`src/rtl/fetch_unit.sv`:
```
// ---------------------------------------------------------------------------
// fetch_unit
//
// Instruction-fetch stage. Owns the PC, the IF/ID pipeline buffer and a small
// circular return-address stack (RAS) used by CALL/RET. The decode-stage
// controller steers it through PCSrc/PCsrcJType (next-PC select), killF
// (flush the instruction being fetched), stall (freeze everything), RRSrc
// (CALL in ID: push return address) and ret_in (RET in ID: pop).
//
// Optional feature: define FETCH_PERF_EN to add three saturating 16-bit
// performance counters (perf_fetched, perf_killed, perf_stalled).
//
// Ports:
//   clk, reset         clock and synchronous active-high reset
//   imem_addr          instruction memory address (the PC register)
//   imem_rdata         instruction at imem_addr (combinational read)
//   stall              hold PC, IF/ID and RAS; other controls ignored
//   killF              load a NOOP bubble into IF/ID instead of imem_rdata
//   PCSrc              00 seq, 01 branch, 10 FOR, 11 jump/return
//   PCsrcJType         with PCSrc=11: 0 jump_target, 1 RAS top
//   RRSrc, ret_in      RAS push (id_pc+1) / pop
//   branch_target, for_target, jump_target   redirect targets
//   id_inst, id_pc, id_valid                 IF/ID buffer contents
//   ras_underflow      one-cycle pulse on a pop of the empty RAS
//   perf_fetched, perf_killed, perf_stalled  (FETCH_PERF_EN only)
// ---------------------------------------------------------------------------
module fetch_unit #(
  parameter int                PC_W      = 16,
  parameter int                INST_W    = 16,
  parameter logic [INST_W-1:0] NOOP_INST = 16'hF000,
  parameter logic [PC_W-1:0]   RESET_PC  = '0,
  // Must be a power of two and at least 2 so the stack pointer wraps cleanly.
  parameter int                RAS_DEPTH = 4
) (
  input  logic              clk,
  input  logic              reset,
  output logic [PC_W-1:0]   imem_addr,
  input  logic [INST_W-1:0] imem_rdata,
  input  logic              stall,
  input  logic              killF,
  input  logic [1:0]        PCSrc,
  input  logic              PCsrcJType,
  input  logic              RRSrc,
  input  logic              ret_in,
  input  logic [PC_W-1:0]   branch_target,
  input  logic [PC_W-1:0]   for_target,
  input  logic [PC_W-1:0]   jump_target,
  output logic [INST_W-1:0] id_inst,
  output logic [PC_W-1:0]   id_pc,
  output logic              id_valid,
  output logic              ras_underflow
`ifdef FETCH_PERF_EN
  ,
  output logic [15:0]       perf_fetched,
  output logic [15:0]       perf_killed,
  output logic [15:0]       perf_stalled
`endif
);

  localparam int PTR_W = $clog2(RAS_DEPTH);
  localparam int CNT_W = $clog2(RAS_DEPTH + 1);

  logic [PC_W-1:0]  pc;
  logic [PC_W-1:0]  next_pc;
  logic [PC_W-1:0]  ret_addr;
  logic [PC_W-1:0]  ras_top;
  logic [PC_W-1:0]  ras_mem [RAS_DEPTH];
  logic [PTR_W-1:0] ras_ptr;
  logic [PTR_W-1:0] ras_top_ptr;
  logic [CNT_W-1:0] ras_count;
  logic             ras_empty;
  logic             ras_full;

  assign imem_addr = pc;

  // ras_ptr is the next free slot, so the top entry sits one below it. Once
  // the stack is full the pointer lands on the oldest entry, which is exactly
  // the one a further push should overwrite. An empty stack reads as
  // RESET_PC so a stray RET restarts the program rather than jumping to junk.
  always_comb begin
    ras_top_ptr = ras_ptr - PTR_W'(1);
    ras_empty   = (ras_count == '0);
    ras_full    = (ras_count == CNT_W'(RAS_DEPTH));
    ras_top     = ras_empty ? RESET_PC : ras_mem[ras_top_ptr];
    ret_addr    = id_pc + PC_W'(1);
  end

  // Next-PC select. The RET target is read from the stack before the pop
  // that happens on the same edge.
  always_comb begin
    next_pc = pc + PC_W'(1);
    unique case (PCSrc)
      2'b00: next_pc = pc + PC_W'(1);
      2'b01: next_pc = branch_target;
      2'b10: next_pc = for_target;
      2'b11: next_pc = PCsrcJType ? ras_top : jump_target;
    endcase
  end

  // PC and IF/ID buffer. A stall freezes both and masks every control input,
  // because the instruction in ID re-issues its controls on the next cycle.
  // A kill still records the current PC in id_pc, only the instruction is
  // replaced by a NOOP bubble.
  always_ff @(posedge clk) begin
    if (reset) begin
      pc       <= RESET_PC;
      id_inst  <= NOOP_INST;
      id_pc    <= '0;
      id_valid <= 1'b0;
    end else if (!stall) begin
      pc    <= next_pc;
      id_pc <= pc;
      if (killF) begin
        id_inst  <= NOOP_INST;
        id_valid <= 1'b0;
      end else begin
        id_inst  <= imem_rdata;
        id_valid <= 1'b1;
      end
    end
  end

  // Return-address stack. A simultaneous push and pop replaces the top in
  // place (or creates a single entry if the stack was empty). A pop of the
  // empty stack leaves pointer and count alone and raises ras_underflow,
  // which drops again on the following cycle.
  always_ff @(posedge clk) begin
    if (reset) begin
      ras_ptr       <= '0;
      ras_count     <= '0;
      ras_underflow <= 1'b0;
      for (int i = 0; i < RAS_DEPTH; i++) begin
        ras_mem[i] <= '0;
      end
    end else begin
      ras_underflow <= 1'b0;
      if (!stall) begin
        if (RRSrc && ret_in) begin
          if (ras_empty) begin
            ras_mem[ras_ptr] <= ret_addr;
            ras_ptr          <= ras_ptr + PTR_W'(1);
            ras_count        <= CNT_W'(1);
          end else begin
            ras_mem[ras_top_ptr] <= ret_addr;
          end
        end else if (RRSrc) begin
          ras_mem[ras_ptr] <= ret_addr;
          ras_ptr          <= ras_ptr + PTR_W'(1);
          if (!ras_full) begin
            ras_count <= ras_count + CNT_W'(1);
          end
        end else if (ret_in) begin
          if (ras_empty) begin
            ras_underflow <= 1'b1;
          end else begin
            ras_ptr   <= ras_top_ptr;
            ras_count <= ras_count - CNT_W'(1);
          end
        end
      end
    end
  end

`ifdef FETCH_PERF_EN
  // Performance counters: every cycle out of reset lands in exactly one of
  // the three buckets. Each counter sticks at all-ones instead of wrapping.
  always_ff @(posedge clk) begin
    if (reset) begin
      perf_fetched <= '0;
      perf_killed  <= '0;
      perf_stalled <= '0;
    end else if (stall) begin
      if (perf_stalled != 16'hFFFF) begin
        perf_stalled <= perf_stalled + 16'd1;
      end
    end else if (killF) begin
      if (perf_killed != 16'hFFFF) begin
        perf_killed <= perf_killed + 16'd1;
      end
    end else begin
      if (perf_fetched != 16'hFFFF) begin
        perf_fetched <= perf_fetched + 16'd1;
      end
    end
  end
`endif

endmodule

```
`config.mk`:
```
export PLATFORM = sky130hd
export DESIGN_NAME = fetch_unit
export DESIGN_NICKNAME = d
export VERILOG_FILES = /design/src/rtl/fetch_unit.sv
export SDC_FILE = /design/constraint.sdc
export NUM_CORES = 1
export LEC_CHECK = 0
export ABC_AREA = 1
export BUFFER_PORTS_ARGS = -buffer_cell sky130_fd_sc_hd__buf_4
export CAP_MARGIN = 20
export CORE_MARGIN = 2
export CORE_UTILIZATION = 55
export DETAILED_ROUTE_END_ITERATION = 10
export HOLD_SLACK_MARGIN = 0.05
export PLACE_DENSITY = 0.81
export RECOVER_POWER = 50
export SYNTH_ARGS = -nofsm -noshare
export SYNTH_HDL_FRONTEND = slang
export SYNTH_SLANG_ARGS = --single-unit
```
`constraint.sdc`:
```
create_clock -name clk -period 3.7 [get_ports clk]
set_clock_uncertainty 0.1 [all_clocks]
set_input_delay 0.37 -clock clk [delete_from_list [all_inputs] [get_ports clk]]
set_output_delay 0.37 -clock clk [all_outputs]
set_load 0.02 [all_outputs]
```
==> results.cfg <==
[synth]
yosysWarnings = 0
synth_edf_count = 64
synth.distinct_cells = 36
seq_area_frac_synth_pct = 48.82
syn_avg_cell_area_sq_um = 7.799
synth_fp_nets = 870
synth_top_area_cell = edfxtp_1
synth_area_sq_um = 6192
ys_seq_elements = 119
async_flop_share_pct = 0
synth_flop_cell = edfxtp_1
yosysTopAreaCellShare_pct = 31.04
netlist_top_cells_area = edfxtp_1, dfxtp_1, nand2_1
synthCells = 794

[placement]
numPortBuffers = 122
gp_congestion = 1.015
dp_hpwl_microns = 13720

[sta]
setup_tns_ps = 0
fin_crit_sh_pct = 85.41
finalCriticalPeriod_ps = 3160
fmax_mhz = 316.4
maxSlewViolCount = 0
worst_slew_pin_slew_ps = 1074
max_slew_margin_pct = 28.12
grt_setup_unrepaired = false
hold_viol_final = 0
setup_viol = 0

[route]
wl_per_cell_microns = 17.22
ant_nets = 0
vias_per_cell = 5.533
finalWirelength_microns = 18390
drtIter0Drc = 591
vias = 5909
first_pass_iters = 5
drc = 0

[floorplanning]
rows = 38
core_area_sq_um = 10940
num_io_pins = 123
fp.dieArea_sq_um = 12120
die_x_microns = 110.1
die_h_microns = 110.1
start_util_pct = 56.62

[clocking]
clk-insertion-delay-late_ps = 420
cts_hold_buffers = 0
clockBufferDepth = 2
cts.sinks = 119
htree_num_levels = 4
cts_buffers = 17
clk_pin_slew_ps = 60
ctsResizeCount = 0
cts_setup_buffers = 0
cts_tree = done
root_buffer = clkbuf_16

[power_and_ir_drop]
internal_power_mw = 2.566
p_switching_mw = 1.022
worst_ir_drop_vdd_uv = 328.8
clockPowerShare_pct = 43.3
combPwrFrac_pct = 13.9
p_leak_nw = 3.332
p_sw_share_pct = 28.49
p_seq_share_pct = 42.9
powerDensity_nw_per_um2 = 476.3

[finish]
nets = 991
multiInputGateArea_sq_um = 2653
n_fill_cell = 947
regArea_sq_um = 3023
fin_util_pct = 68.90
drive_above_1_share_pct = 13.69
layout_common_cells = nand2_1, nor2_1, inv_1
syn2layout_area_growth_pct = 21.68
n_antenna_cell = 0
final_common_cell = nand2_1

[setup_path]
worst_ep_required_time_ps = 3650
end_kind = register
start_kind = input port
path_max_fanout = 20
worst_ep_arrival_time_ps = 3110
setup.worst_path.class = input port to register

[worst_hold_path]
hold_path_class = input port to register

[grt]
grt_max_degree = 21
grt_pass1_wl_microns = 27990
grt_pass1_vias = 5500
track_usage_pct = 31.46
grt_overflow = 0
antenna_found_initial = 0

[flow_run]
cap_violations = 0

[status]
outcome = complete, no violations
[per-layer routing]
layer / wire length, microns / global-route usage (%)
met3: 1951 / 8.642
met1: 7680 / 42.89
met5: 0 / 0
met4: 648 / 13.48
met2: 8108 / 47.20
[through the flow]
stage,power (mW),instances,area [sq um],hold slack (ps),worst slack [ps]
detailed placement,2.079,1035,7189,350.6,904.3
global route,3.719,1068,7535,51.00,315.8
global placement,2.069,1035,7189,341.8,1023
finish,3.589,1068,7535,55.78,539.9
CTS,3.613,1067,7745,52.86,871.5
floorplan,1.870,794,6192,348.5,908.0
[power by group through the flow]
stage | clock [mW] | sequential, mW | combinational, mW
global route | 1.63 | 1.55 | 0.545
detailed placement | 0 | 1.56 | 0.516
floorplan | 0 | 1.58 | 0.292
CTS | 1.56 | 1.54 | 0.520
finish | 1.55 | 1.54 | 0.498
global placement | 0 | 1.56 | 0.508
[flip-flops by register name, summed over array words and instances, names as in the netlist]
register and count:
ras_mem 64, id_inst 16, id_pc 16, imem_addr 16, ras_count 3, ras_ptr 2
id_valid 1, ras_underflow 1
[cell families after synthesis]
group           count (synthesis)  share of synthesized area [%]
fa+ha+maj                       3                         0.7274
flops                         119                          48.82
xor+xnor                       10                          1.415
compound gates                102                          10.65
simple gates                  441                          30.35
buf+inv                       119                          8.042
[worst max-delay path: stages]
cell and delay (ps):
clkbuf_1 290, nor2_4 280, inv_4 140, nor2_1 760
nand2_2 180, o21ai_2 240, nand2_2 240, nand2_1 590
[synthesized netlist by cell type, types with 5 or more instances]
library cell  count
xor2_1            9
dfxtp_1          55
edfxtp_1         64
nand2_1         269
nand4_1          11
nor3_1            7
buf_2             6
nor2_4           10
a22o_1           23
o21ai_0          27
nand3_1          38
clkbuf_1         17
nor2_1           93
o22ai_1          13
a221oi_1          5
inv_1            86
a21oi_1          26
[final cells by class]
class,instances,area share (%)
Clock buffer,17,5.646
Inverter,91,4.583
Timing Repair Buffer,130,10.40
Sequential cell,119,40.12
Tap cell,140,2.325
Clock inverter,15,1.727
Multi-Input combinational cell,556,35.20
[final timing paths]
path              cells after the start            end          start  slack [ps]
hold reg to reg                       2       id_valid       id_valid         350
setup reg to reg                     10   imem_addr[5]     ras_ptr[0]         700
hold / removal                        2     id_inst[8]  imem_rdata[8]          60
setup / recovery                      8  ras_mem[1][9]          stall         540
Note: power is estimated with default switching activity, not from simulation.
